## config.mk

```make
export PLATFORM = sky130hd
export DESIGN_NAME = key_decode_hold
export DESIGN_NICKNAME = d
export VERILOG_FILES = /design/src/rtl/key_decode_hold.sv
export SDC_FILE = /design/constraint.sdc
export NUM_CORES = 1
export LEC_CHECK = 0
export CORE_ASPECT_RATIO = 0.7
export CORE_MARGIN = 2
export CORE_UTILIZATION = 45
export DETAILED_ROUTE_END_ITERATION = 8
export HOLD_SLACK_MARGIN = 0.1
export PLACE_DENSITY = 0.77
export SLEW_MARGIN = 0
export SYNTH_ARGS = -nofsm -noshare
export SYNTH_HDL_FRONTEND = slang
export SYNTH_SLANG_ARGS = --single-unit
```

## constraint.sdc

```tcl
create_clock -name clk -period 9 [get_ports clk]
set_input_delay 1.8 -clock clk [delete_from_list [all_inputs] [get_ports clk]]
set_output_delay 1.8 -clock clk [all_outputs]
set_load 0.1 [all_outputs]
```

## src/rtl/key_decode_hold.sv

```systemverilog
// rtl/key_decode_hold.sv - keypad row/col decode with two-digit history and same-key repeat holdoff
module key_decode_hold #(
    parameter int HOLDOFF = 1000,
    parameter int CNT_W   = 32
) (
    input  logic       clk,
    input  logic       reset,
    input  logic [3:0] rows,
    input  logic [3:0] cols,
    input  logic       newNum,
    output logic [3:0] digit0,
    output logic [3:0] digit1,
    output logic [1:0] numValid,
    output logic       newDigit,
    output logic       keyErr
);

    localparam logic [CNT_W-1:0] HOLD_MAX = CNT_W'(HOLDOFF);

    typedef enum logic {
        IDLE,
        ARMED
    } hold_state_t;

    hold_state_t      state, state_next;
    logic [CNT_W-1:0] count;
    logic [3:0]       row_q, col_q;
    logic             row_ok, col_ok, sample_valid;
    logic [1:0]       row_idx, col_idx;
    logic [3:0]       code;
    logic             suppress, accept, invalid;

    function automatic logic one_hot(input logic [3:0] v);
        return (v != 4'd0) && ((v & (v - 4'd1)) == 4'd0);
    endfunction

    function automatic logic [1:0] bit_index(input logic [3:0] v);
        logic [1:0] idx;
        idx = 2'd0;
        case (v)
            4'b0010: idx = 2'd1;
            4'b0100: idx = 2'd2;
            4'b1000: idx = 2'd3;
            default: idx = 2'd0;
        endcase
        return idx;
    endfunction

    // The scanner pulses newNum one cycle after the hit, so decode works off the delayed sample.
    always_ff @(posedge clk or posedge reset) begin
        if (reset) begin
            row_q <= 4'd0;
            col_q <= 4'd0;
        end else begin
            row_q <= rows;
            col_q <= cols;
        end
    end

    always_comb begin
        row_ok       = one_hot(row_q);
        col_ok       = one_hot(col_q);
        sample_valid = row_ok && col_ok;
        row_idx      = bit_index(row_q);
        col_idx      = bit_index(col_q);
        code         = 4'h0;
        case ({row_idx, col_idx})
            4'b00_00: code = 4'h1;
            4'b00_01: code = 4'h2;
            4'b00_10: code = 4'h3;
            4'b00_11: code = 4'hA;
            4'b01_00: code = 4'h4;
            4'b01_01: code = 4'h5;
            4'b01_10: code = 4'h6;
            4'b01_11: code = 4'hB;
            4'b10_00: code = 4'h7;
            4'b10_01: code = 4'h8;
            4'b10_10: code = 4'h9;
            4'b10_11: code = 4'hC;
            4'b11_00: code = 4'hE;
            4'b11_01: code = 4'h0;
            4'b11_10: code = 4'hF;
            default:  code = 4'hD;
        endcase
    end

    always_comb begin
        suppress = sample_valid && (state == ARMED) && (count < HOLD_MAX)
                   && (code == digit0) && (numValid != 2'd0);
        accept   = newNum && sample_valid && !suppress;
        invalid  = newNum && !sample_valid;
    end

    always_ff @(posedge clk or posedge reset) begin
        if (reset) begin
            state <= IDLE;
        end else begin
            state <= state_next;
        end
    end

    always_comb begin
        state_next = state;
        if (accept) begin
            state_next = ARMED;
        end else if ((state == ARMED) && (count == HOLD_MAX)) begin
            state_next = IDLE;
        end
    end

    always_ff @(posedge clk or posedge reset) begin
        if (reset) begin
            count <= '0;
        end else if (accept) begin
            count <= '0;
        end else if ((state == ARMED) && (count < HOLD_MAX)) begin
            count <= count + CNT_W'(1);
        end
    end

    always_ff @(posedge clk or posedge reset) begin
        if (reset) begin
            digit0   <= 4'd0;
            digit1   <= 4'd0;
            numValid <= 2'd0;
            newDigit <= 1'b0;
            keyErr   <= 1'b0;
        end else begin
            newDigit <= accept;
            keyErr   <= invalid;
            if (accept) begin
                digit1 <= digit0;
                digit0 <= code;
                if (numValid != 2'd2) begin
                    numValid <= numValid + 2'd1;
                end
            end
        end
    end

endmodule

```

# --- Yosys cells after proc, flatten, opt, wreduce, memory -nomap -nowiden ---
# Memory sizes are Yosys's and may differ from the RTL's.
# Cells that the tools add are included.
# Widths: inputs -> output; s select.
classes:
  addsub: 4
  magnitude_cmp: 1
  eq_ne: 9
  muxes: 6
  bitwise: 2
  reduce_logical: 22
op_table:
  columns: ["operator", "n"]
  rows:
  - ["$mux 32", 2]
  - ["$add 32x1->32 const B", 1]
  - ["$eq 32x10->1 const B", 1]
  - ["$lt 32x10->1 const B", 1]
  - ["$logic_and 1x1->1", 12]
  - ["$pmux 2 s3", 2]
  - ["$and 4x4->4", 2]
  - ["$eq 4x2->1 const B", 2]
  - ["$eq 4x3->1 const B", 2]
  - ["$eq 4x4->1 const B", 2]
  - ["$logic_not 4->1", 2]
  - ["$reduce_bool 4->1", 2]
  - ["$sub 4x1->4 const B", 2]
  - ["$reduce_bool 2->1", 3]
  - ["$eq 4x4->1", 1]
  - ["$add 2x1->2 const B", 1]
  - ["$logic_not 1->1", 2]
  - ["$mux 1", 2]
  - ["$ne 2x2->1 const B", 1]
  - ["$reduce_and 2->1", 1]
totals:
  ff_bits: 53
  mem_bits_ro: 64
  in_bits: 11
  output_inout_bits: 12
  wordCells: 54
  n_memories: 1
mem_list:
  columns: ["memory", "depth", "width", "rd", "rd_clocked_by_memory_dff", "write_ports", "line", "text"]
  rows:
  - ["(no name shown)", 16, 4, 1, 0, 0, "67", "case ({row_idx, col_idx})"]

# --- Longest topological paths before layout ---
# Gate-level depths: netlist (run 1).
depth:
  depth_word: 12
  mapped_depth: 12
  ltp_nobuf: 10

# --- Least setup slack after synthesis (run 1) ---
# OpenSTA, ideal clock, no wires.
synth_timing:
  path_type: "register -> register"
  startpoint: "reg col_q[3]"
  endpoint: "reg numValid[1]"
  setup_time_ps: 128
  t_arrival_ps: 2756
  required_time_ps: 8872
  slack_ps: 6116
  path_stages_with_launch: 10
  n_path_buf: 0
  synth_period_minus_slack_ps: 2884
  cell_sequence: "dfrtp_1 -> xor2_1 -> nand2_1 -> ha_1 -> or4b_1 -> and2_1 -> o22ai_2 -> a2111oi_4 -> a311oi_1 -> mux2_1"
synth_between:
  elab_chain_len: 12
  elab_cells_between_ends: 20
  classes_between: "add/sub: 1; eq/ne: 4; mux: 1; bitwise: 1; reduce/logical: 12; memory: 1"
synth_lines:
  columns: ["element", "line", "text"]
  rows:
  - ["from (decl)", "27", "logic [3:0] row_q, col_q;"]
  - ["from (signal assigned)", "56", "col_q <= cols;"]
  - ["parallel branches: the longest is 10 deep, another holds $mem_v2 16x4", null, null]
  - ["$logic_and 1x1->1 *", "90", "accept = newNum && sample_valid && !suppress;"]
  - ["$reduce_and 2->1 (no line) *", null, null]
  - ["to (signal assigned)", "135", "numValid <= numValid + 2'd1;"]
  - ["to (decl)", "13", "output logic [1:0] numValid,"]
# Every way passes the cells marked *.
# A chain may end at the register's enable or synchronous reset.

# --- Worst setup path in the final report (run 1) ---
layout_timing:
  startpoint: "reg digit0[3]"
  endpoint: "out digit0[3]"
layout_lines:
  columns: ["element", "line", "text"]
  rows:
  - ["from (decl)", "11", "output logic [3:0] digit0,"]
  - ["from (signal assigned)", "133", "digit0 <= code;"]
# No word-level cell between the ends.

==> out/qor.yml, run 1 <==
setup_path:
  crit_chain: "clkdlybuf4s50_1"
  cp_num_buf_inv: 1
  slowest_delay_ps: 1190
  worstSetupPathType: "reg -> out"
  required_ps: 7200
  reg2reg_setup_slack_ps: 5570
  worst_path_max_delay_cell: "clkdlybuf4s50_1"
  cp-end-kind: "output port"
  arrival_ps: 2000
  worst-path-max-fanout: 8
  r2r_start: "col_q[3]$_DFF_PP0_"
  path_delay_family: "buffers and inverters"
  worstRegToRegCells: 10
  reg2reg_to: "digit0[3]$_DFFE_PP0P_"
  start_kind: "flip-flop"
timing:
  relSlewSlack_pct: 28.5
  drv_slew: 0
  setup_viol: 0
  finalHoldWorstSlack_ps: 503
  tightest_slew_ps: 1070
  fmax_ghz: 0.263
  tns_ps: 0
  period_needed_ps: 3800
  rsz0062_at_grt: "no"
  finalHoldViolations: 0
  setup_ws_ps: 5200
  clock_skew_ps: 7.03
  min_period_over_period_pct: 42.2
clocking:
  clk_pin_slew_ps: 90
  htreeDepth: 2
  clockBufferDepth: 2
  cts-hold-fix-buffers: 0
  clock_latency_ps: 300
  cts-resized-gates: 0
  clkSinkCount: 53
  cts_setup_buffers: 0
  tritoncts: "built"
  cts_made_buffers: 5
  cts-root-buf: "clkbuf_8"
floorplanning:
  dieArea_mm2: 0.00664
  row_count: 23
  core_mm2: 0.00576
  die-width_um: 96.5
  io_pins: 23
  initial_utilization_pct: 46.9
  die_h_um: 68.8
global_routing:
  track_usage_pct: 17.2
  grt_pass1_wl_um: 8570
  grt_max_degree: 54
  antenna_found_initial: 0
  grt_pass1_vias: 1762
  overflow: 0
final_layout:
  nets: 287
  fillers: 515
  fin_cells: 343
  post-route-util_pct: 53.5
  diodes: 0
  drive_above_1_share_pct: 8.96
  area_growth_syn_to_layout_pct: 14.2
  fin_area_mm2: 0.00308
yosys:
  syn-cell-area_mm2: 0.00270
  synth.largest_area_cell: "dfrtp_1"
  synth_most_common_cell: "dfrtp_1"
  synthAdderAreaFrac_pct: 4.17
  yosys.area_share.simple_pct: 21.5
  synth_ff_type: "dfrtp_1"
  synth.area.top_cells: "dfrtp_1 49%, nor2b_1 5.8%, xnor2_1 4.2%, ha_1 4.2%, nor2_1 2.8%"
  synth.distinct_cells: 54
  synth-xor-area-share_pct: 6.17
  synth_top_family_by_area: "simple AND/OR/NAND/NOR gates"
  synth.top_cell.area_share_pct: 49.2
  synth_common_cells: "53 x dfrtp_1, 25 x nor2b_1, 20 x nor2_1"
  synthMuxAreaShare_pct: 3.85
  ys_ff_latch: 53
  synth_area_per_cell_um2: 11.0
  ys_warn_count: 0
  syn_nets: 266
  synth_edf_count: 0
  ys_seq_area_share_pct: 49.2
  synth_compound_area_share_pct: 10.7
  async_reset_ff_share_pct: 100
  netlist_instances: 246
pwr:
  power_density_mw_per_mm2: 255
  power.total_mw: 0.785
  p_leak_nw: 1.39
  peakVddDrop_mv: 0.109
hold_path:
  min_to: "count[28]$_DFFE_PP0P_"
  worst_hold_startpoint: "count[28]$_DFFE_PP0P_"
  whs_path_depth: 1
  hp-class: "reg -> reg"
route:
  vias_per_cell: 5.44
  antenna_left: 0
  drtIter0Drc: 169
  wl_um: 5080
  vias: 1866
  firstDrtPassIters: 4
  wire_per_inst_um: 14.8
  route.detailed.drc: 0
placement:
  hpwl_um: 3570
  gp_congestion: 0.853
  dpl_cell_area_mm2: 0.00297
  place_inst: 335
  post-place-ws_ps: 5420
  numPortBuffers: 22
outcome:
  status: "finished, final reports clean"
job:
  drv_cap: 0
-- layer usage --
layer	up-vias	track usage [%]	wire length (µm)
met2	51	24.5	2110
met1	905	26.0	2620
met3	4	3.48	279
li1	906	-	-
met4	0	5.63	58
met5	-	0	0
-- worst max path at each step --
stage	from	end	slack (ps)	cells past startpoint
4_1_cts	digit0[3]$_DFFE_PP0P_	digit0[3]	5180	1
5_1_grt	digit0[3]$_DFFE_PP0P_	digit0[3]	5140	1
3_5_place_dp	newNum	digit0[3]$_DFFE_PP0P_	5420	5
6_report	digit0[3]$_DFFE_PP0P_	digit0[3]	5200	1
3_3_place_gp	newNum	digit0[3]$_DFFE_PP0P_	5460	5
2_1_floorplan	reset	col_q[0]$_DFF_PP0_	5910	1
-- kinds of logic (layout without fill, tap and decap cells) --
logic type	after synthesis	count (layout)
and+or+nand+nor	95	95
DFF	53	53
AOI/OAI and AO/OA	38	38
buffers and inverters	24	46
xor gates and xnor gates	19	19
adders and majority gates	9	9
muxes	8	8
-- state kept, by name, indices dropped and copies added, names as in the netlist --
| signal | flops |
|---|---|
| newDigit | 1 |
| col_q | 4 |
| state | 1 |
| numValid | 2 |
| keyErr | 1 |
| digit1 | 4 |
| row_q | 4 |
| digit0 | 4 |
| count | 32 |
-- where the power goes --
part	switching [mW]	total, mW	internal (mW)
clock network	0.0743	0.165	0.0907
logic	0.197	0.295	0.0980
registers	0.0483	0.325	0.277
-- cell usage in the layout, fill, tap and decap left out, types with 5 or more instances in the layout --
master,Yosys,layout
nor2b_1,25,25
nor2_1,20,20
ha_1,9,9
nand4_1,6,6
xor2_1,6,6
xnor2_1,13,13
o211ai_1,6,6
o21ai_0,9,9
nand2_1,8,8
clkbuf_8,0,6
dfrtp_1,53,53
clkdlybuf4s50_1,0,22
inv_1,15,14
nor4_1,5,5
-- final cells by class --
type | instances | area, µm² | share of cell area [%]
multi-input combinational | 169 | 1260 | 40.9
tap | 75 | 93.8 | 3.05
timing repair buffer | 23 | 228 | 7.39
clock inverter | 1 | 30.0 | 0.974
inverter | 15 | 56.3 | 1.83
sequential | 53 | 1330 | 43.0
clock buffer | 7 | 86.3 | 2.80
Note: power is estimated with default switching activity, not from simulation.
==> run 2, diff against run 1 <==
Settings changed: PLACE_DENSITY 0.77 to 0.79.
Clock period 9 ns to 3.2 ns, I/O delays scaled along.
==> out/qor.yml, run 2 (synthesis gave the netlist of run 1 again) <==
floorplanning:
  core_mm2: 0.00576  # unchanged
  die_h_um: 68.8  # unchanged
  dieArea_mm2: 0.00664  # unchanged
  row_count: 23  # unchanged
  die-width_um: 96.5  # unchanged
  io_pins: 23  # unchanged
  initial_utilization_pct: 46.9  # unchanged
clocking:
  cts_made_buffers: 5  # unchanged
  htreeDepth: 2  # unchanged
  cts-hold-fix-buffers: 0  # unchanged
  clock_latency_ps: 310  # about the same
  tritoncts: "built"
  clockBufferDepth: 2  # unchanged
  clk_pin_slew_ps: 100  # about the same
  cts-root-buf: "clkbuf_8"
  clkSinkCount: 53  # unchanged
setup_path:
  cp-end-kind: "flip-flop"
  worst_path_max_delay_cell: "or4b_1"
  required_ps: 3400  # -3800 ps
  cp_num_buf_inv: 2  # +1
  path_delay_family: "simple AND/OR/NAND/NOR gates"
  slowest_delay_ps: 500  # -690 ps
  crit_chain: "xor2_4 > nand2_2 > inv_1 > ha_2 > or4b_1 > nand4_1 > o211ai_1 > a2111oi_4 > a31oi_4 > buf_4 > mux2_4"
  worstSetupPathType: "reg -> reg"
  worst-path-max-fanout: 5  # -3
  arrival_ps: 3290  # +1290 ps
  start_kind: "flip-flop"
timing:
  min_period_over_period_pct: 96.7
  tightest_slew_ps: 657  # -414 ps
  setup_viol: 0  # unchanged
  fmax_ghz: 0.323
  drv_slew: 0  # unchanged
  period_needed_ps: 3090
  finalHoldViolations: 0  # unchanged
  clock_skew_ps: 7.83  # +0.801 ps
  relSlewSlack_pct: 56.1  # +28 points
pwr:
  power_density_mw_per_mm2: 684  # +170%
  peakVddDrop_mv: 0.343  # +220%
  p_leak_nw: 1.45  # +4.4%
  power.total_mw: 2.17  # +180%
final_layout:
  nets: 296  # +3.1%
  final_common_cell: "dfrtp_1"
  final_cell_mix: "50 x dfrtp_1, 25 x nor2b_1, 21 x buf_4"
  drive_above_1_share_pct: 20.9  # +12 points
  largest_register_ffs: 32  # unchanged
  largest-register: "count"
  fillers: 493  # -4.3%
  diodes: 0  # unchanged
  area_growth_syn_to_layout_pct: 17.4
  fin_cells: 352  # +2.6%
placement:
  gp_congestion: 0.932  # +9.2%
  place_inst: 339  # +1.2%
  hpwl_um: 3820  # +7.1%
  numPortBuffers: 22  # unchanged
global_routing:
  antenna_found_initial: 0  # unchanged
  grt_max_degree: 27  # -50%
  grt_pass1_wl_um: 9050  # +5.6%
  grt_pass1_vias: 1823  # +3.5%
  track_usage_pct: 18.0  # +0.89 points
  overflow: 0  # unchanged
route:
  firstDrtPassIters: 4  # unchanged
  drtIter0Drc: 132  # -22%
  wl_um: 5360  # +5.7%
  wire_per_inst_um: 15.2  # +3.0%
  vias_per_cell: 5.37  # -1.3%
  antenna_left: 0  # unchanged
  route.detailed.drc: 0  # unchanged
  vias: 1891  # +1.3%
hold_path:
  hp-class: "reg -> reg"
outcome:
  status: "finished, final reports clean"
job:
  drv_cap: 0  # unchanged
## run 2: cell types whose count changed in the layout (fill, tap and decap cells not counted), sizes merged
| cell | delta |
|---|---|
| clkdlybuf4s50 | -12 |
| clkinv | +1 |
| clkbuf | -2 |
| bufinv | -1 |
| inv | +2 |
| buf | +21 |
## run 2: report_power, final
group          total [mW]  internal (mW)  switching (mW)
Clock               0.406          0.164           0.242
Combinational       0.842          0.284           0.558
Sequential          0.918          0.779           0.139
## run 2: path summary, 6_finish.rpt
kind	start	to	slack, ps	depth (start not counted)
max	col_q[1]$_DFF_PP0_	digit1[3]$_DFFE_PP0P_	110	11
min	count[28]$_DFFE_PP0P_	count[28]$_DFFE_PP0P_	500	1
max reg2reg	col_q[1]$_DFF_PP0_	digit1[3]$_DFFE_PP0P_	110	11
min reg2reg	count[28]$_DFFE_PP0P_	count[28]$_DFFE_PP0P_	500	1
max in group asynchronous	reset	digit0[0]$_DFFE_PP0P_	1930	3
min in group asynchronous	reset	count[9]$_DFFE_PP0P_	660	2
## run 2: per-stage QoR
stage	hold slack (ps)	instance area (µm²)	setup WS [ps]	setup TNS, ps	util (%)
global placement	474	2970	137	0	51.5
CTS	505	3070	18.4	0	53.4
floorplan	455	2700	316	0	-
finish	505	3170	106	0	55.0
global route	518	3170	-22.3	-71.7	55.0
detailed placement	481	2970	-13.8	-24.7	51.5
## run 2: what timing repair did
action / in CTS / in global routing
resized for setup: 2 / 13
setup endpoints to repair: 2 / 30
setup buffers: 0 / 5
pin swaps: 0 / 2
## run 2: area by class of cell
class                      count  area, µm²  share of cell area, %
timing repair buffer          32        269                   8.49
sequential                    53       1330                   42.0
clock buffer                   5       68.8                   2.17
inverter                      15       56.3                   1.78
clock inverter                 3       28.8                  0.908
multi-input combinational    169       1320                   41.7
tap                           75       93.8                   2.96
## run 2: routing by layer
| layer | vias to the layer above | routed length [µm] | global-route usage [%] |
|---|---|---|---|
| met3 | 6 | 361 | 3.70 |
| met5 | - | 0 | 0 |
| met4 | 0 | 70 | 5.63 |
| met1 | 895 | 2660 | 27.1 |
| li1 | 924 | - | - |
| met2 | 66 | 2270 | 26.2 |
==> run 3, diff against run 2 <==
Settings changed: CTS_BUF_LIST set to sky130_fd_sc_hd__clkbuf_4 sky130_fd_sc_hd__clkbuf_8, HOLD_SLACK_MARGIN 0.1 to not set, SETUP_SLACK_MARGIN set to 0.5.
==> out/qor.yml, run 3 (synthesis gave the netlist of run 1 again) <==
global_routing:
  grt_max_degree: 23  # -15%
  track_usage_pct: 18.9  # +0.86 points
  grt_pass1_wl_um: 9320  # +3.0%
  antenna_found_initial: 0  # unchanged
  grt_pass1_vias: 1886  # +3.5%
  overflow: 0  # unchanged
setup_path:
  worst-path-max-fanout: 8  # +3
  r2r_start: "col_q[3]$_DFF_PP0_"
  arrival_ps: 3160  # -130 ps
  required_ps: 3390  # about the same
  start_kind: "flip-flop"
  worstSetupPathType: "reg -> reg"
  cp-end-kind: "flip-flop"
  startpoint: "col_q[3]$_DFF_PP0_"
  worstRegToRegCells: 10  # -1
clocking:
  htreeDepth: 2  # unchanged
  clkSinkCount: 53  # unchanged
  clk_pin_slew_ps: 100  # about the same
  clock_latency_ps: 300  # about the same
  clockBufferDepth: 2  # unchanged
  cts-hold-fix-buffers: 0  # unchanged
  tritoncts: "built"
  cts_made_buffers: 5  # unchanged
  cts-root-buf: "clkbuf_8"
hold_path:
  hp-class: "reg -> reg"
  worst_hold_startpoint: "count[29]$_DFFE_PP0P_"
  whs_path_depth: 1  # unchanged
final_layout:
  largest-register: "count"
  final_cell_mix: "49 x dfrtp_1, 25 x nor2b_1, 23 x buf_4"
  nets: 299  # +1.0%
  drive_above_1_share_pct: 25.7  # +4.8 points
  fillers: 494  # +0.20%
  fin_area_mm2: 0.00328  # +3.4%
  largest_register_ffs: 32  # unchanged
  diodes: 0  # unchanged
  post-route-util_pct: 56.9  # +1.9 points
  area_growth_syn_to_layout_pct: 21.4
  final_common_cell: "dfrtp_1"
job:
  drv_cap: 0  # unchanged
timing:
  relSlewSlack_pct: 65.8  # +9.7 points
  drv_slew: 0  # unchanged
  finalHoldViolations: 0  # unchanged
  clock_skew_ps: 7.14  # -0.683 ps
  tns_ps: 0  # unchanged
  setup_viol: 0  # unchanged
  min_period_over_period_pct: 92.9  # -3.8 points
  fmax_ghz: 0.336  # +4.0%
  finalHoldWorstSlack_ps: 501  # -3.73 ps
  tightest_slew_ps: 513  # -144 ps
  rsz0062_at_grt: "yes"
  period_needed_ps: 2970  # -120 ps
placement:
  dpl_cell_area_mm2: 0.00299  # +0.84%
  numPortBuffers: 22  # unchanged
  hpwl_um: 3830  # +0.13%
  gp_congestion: 0.893  # -4.2%
route:
  vias_per_cell: 5.48  # +2.1%
  vias: 1947  # +3.0%
  antenna_left: 0  # unchanged
  wire_per_inst_um: 15.8  # +3.6%
  wl_um: 5600  # +4.4%
  route.detailed.drc: 0  # unchanged
  drtIter0Drc: 125  # -5.3%
  firstDrtPassIters: 4  # unchanged
floorplanning:
  io_pins: 23  # unchanged
  core_mm2: 0.00576  # unchanged
  die-width_um: 96.5  # unchanged
  die_h_um: 68.8  # unchanged
  dieArea_mm2: 0.00664  # unchanged
  row_count: 23  # unchanged
  initial_utilization_pct: 46.9  # unchanged
pwr:
  power_density_mw_per_mm2: 705  # +3.2%
  p_leak_nw: 1.47  # +1.5%
  power.total_mw: 2.31  # +6.7%
  peakVddDrop_mv: 0.460  # +34%
outcome:
  status: "finished, final reports clean"
## run 3: changes by cell type in the layout (fill, tap and decap cells not counted), moves of 2 or more
cell	change
buf_4	+2
bufinv_16	+2
ha_1	-3
ha_2	+2
inv_1	-2
inv_2	+2
or4b_1	-3
or4b_4	+3
xor2_2	+2
xor2_4	-2
## run 3: worst paths after layout
check                                             end  slack, ps
worst max-delay path            digit0[3]$_DFFE_PP0P_        230
worst min register to register  count[29]$_DFFE_PP0P_        500
worst max register to register  digit0[3]$_DFFE_PP0P_        230
min in group asynchronous          col_q[3]$_DFF_PP0_        580
max in group asynchronous       digit0[3]$_DFFE_PP0P_       2050
worst min-delay path            count[29]$_DFFE_PP0P_        500
## run 3: per-layer routing
layer  up-vias  global-route usage, %  routed length [µm]
met5         -                      0                   0
met4         0                   5.81                  59
met3         6                   4.13                 351
met2        63                   27.3                2370
met1       953                   28.4                2820
li1        925                      -                   -
## run 3: final cells by class
class / count / area [µm²] / share of cell area, %
Timing Repair Buffer: 35 / 304 / 9.28
Clock inverter: 3 / 65.1 / 1.99
Multi-Input combinational cell: 169 / 1360 / 41.4
Tap cell: 75 / 93.8 / 2.86
Clock buffer: 5 / 68.8 / 2.10
Inverter: 15 / 56.3 / 1.72
Sequential cell: 53 / 1330 / 40.6
## run 3: report_power, final
| group | switching [mW] | internal (mW) | total (mW) |
|---|---|---|---|
| registers | 0.138 | 0.779 | 0.918 |
| clock network | 0.215 | 0.311 | 0.525 |
| logic | 0.573 | 0.293 | 0.867 |
## run 3: worst max-delay path, cell delays in order, from the launching register on
cell and delay, ps:
dfrtp_2 470, xor2_2 200, nand2_2 130, inv_2 70, ha_2 180, or4b_4 530, and2_4 170, o22ai_4 190
a2111oi_4 130, a31oi_4 430, mux2_4 340
## run 3: timing repair
action,4_1_cts,5_1_grt
endpoints found under the hold margin,0,0
gates cloned,0,0
pin swaps,10,0
buffers inserted,8,1
gates resized for setup,16,5
endpoints found under the setup margin,42,42
## run 3: stage by stage
| step | cells | setup WS (ps) |
|---|---|---|
| after CTS | 354 | 299 |
| after detailed placement | 338 | 134 |
| final | 355 | 227 |
| after global placement | 338 | 261 |
| after global routing | 355 | 152 |
| after floorplan | 246 | 364 |
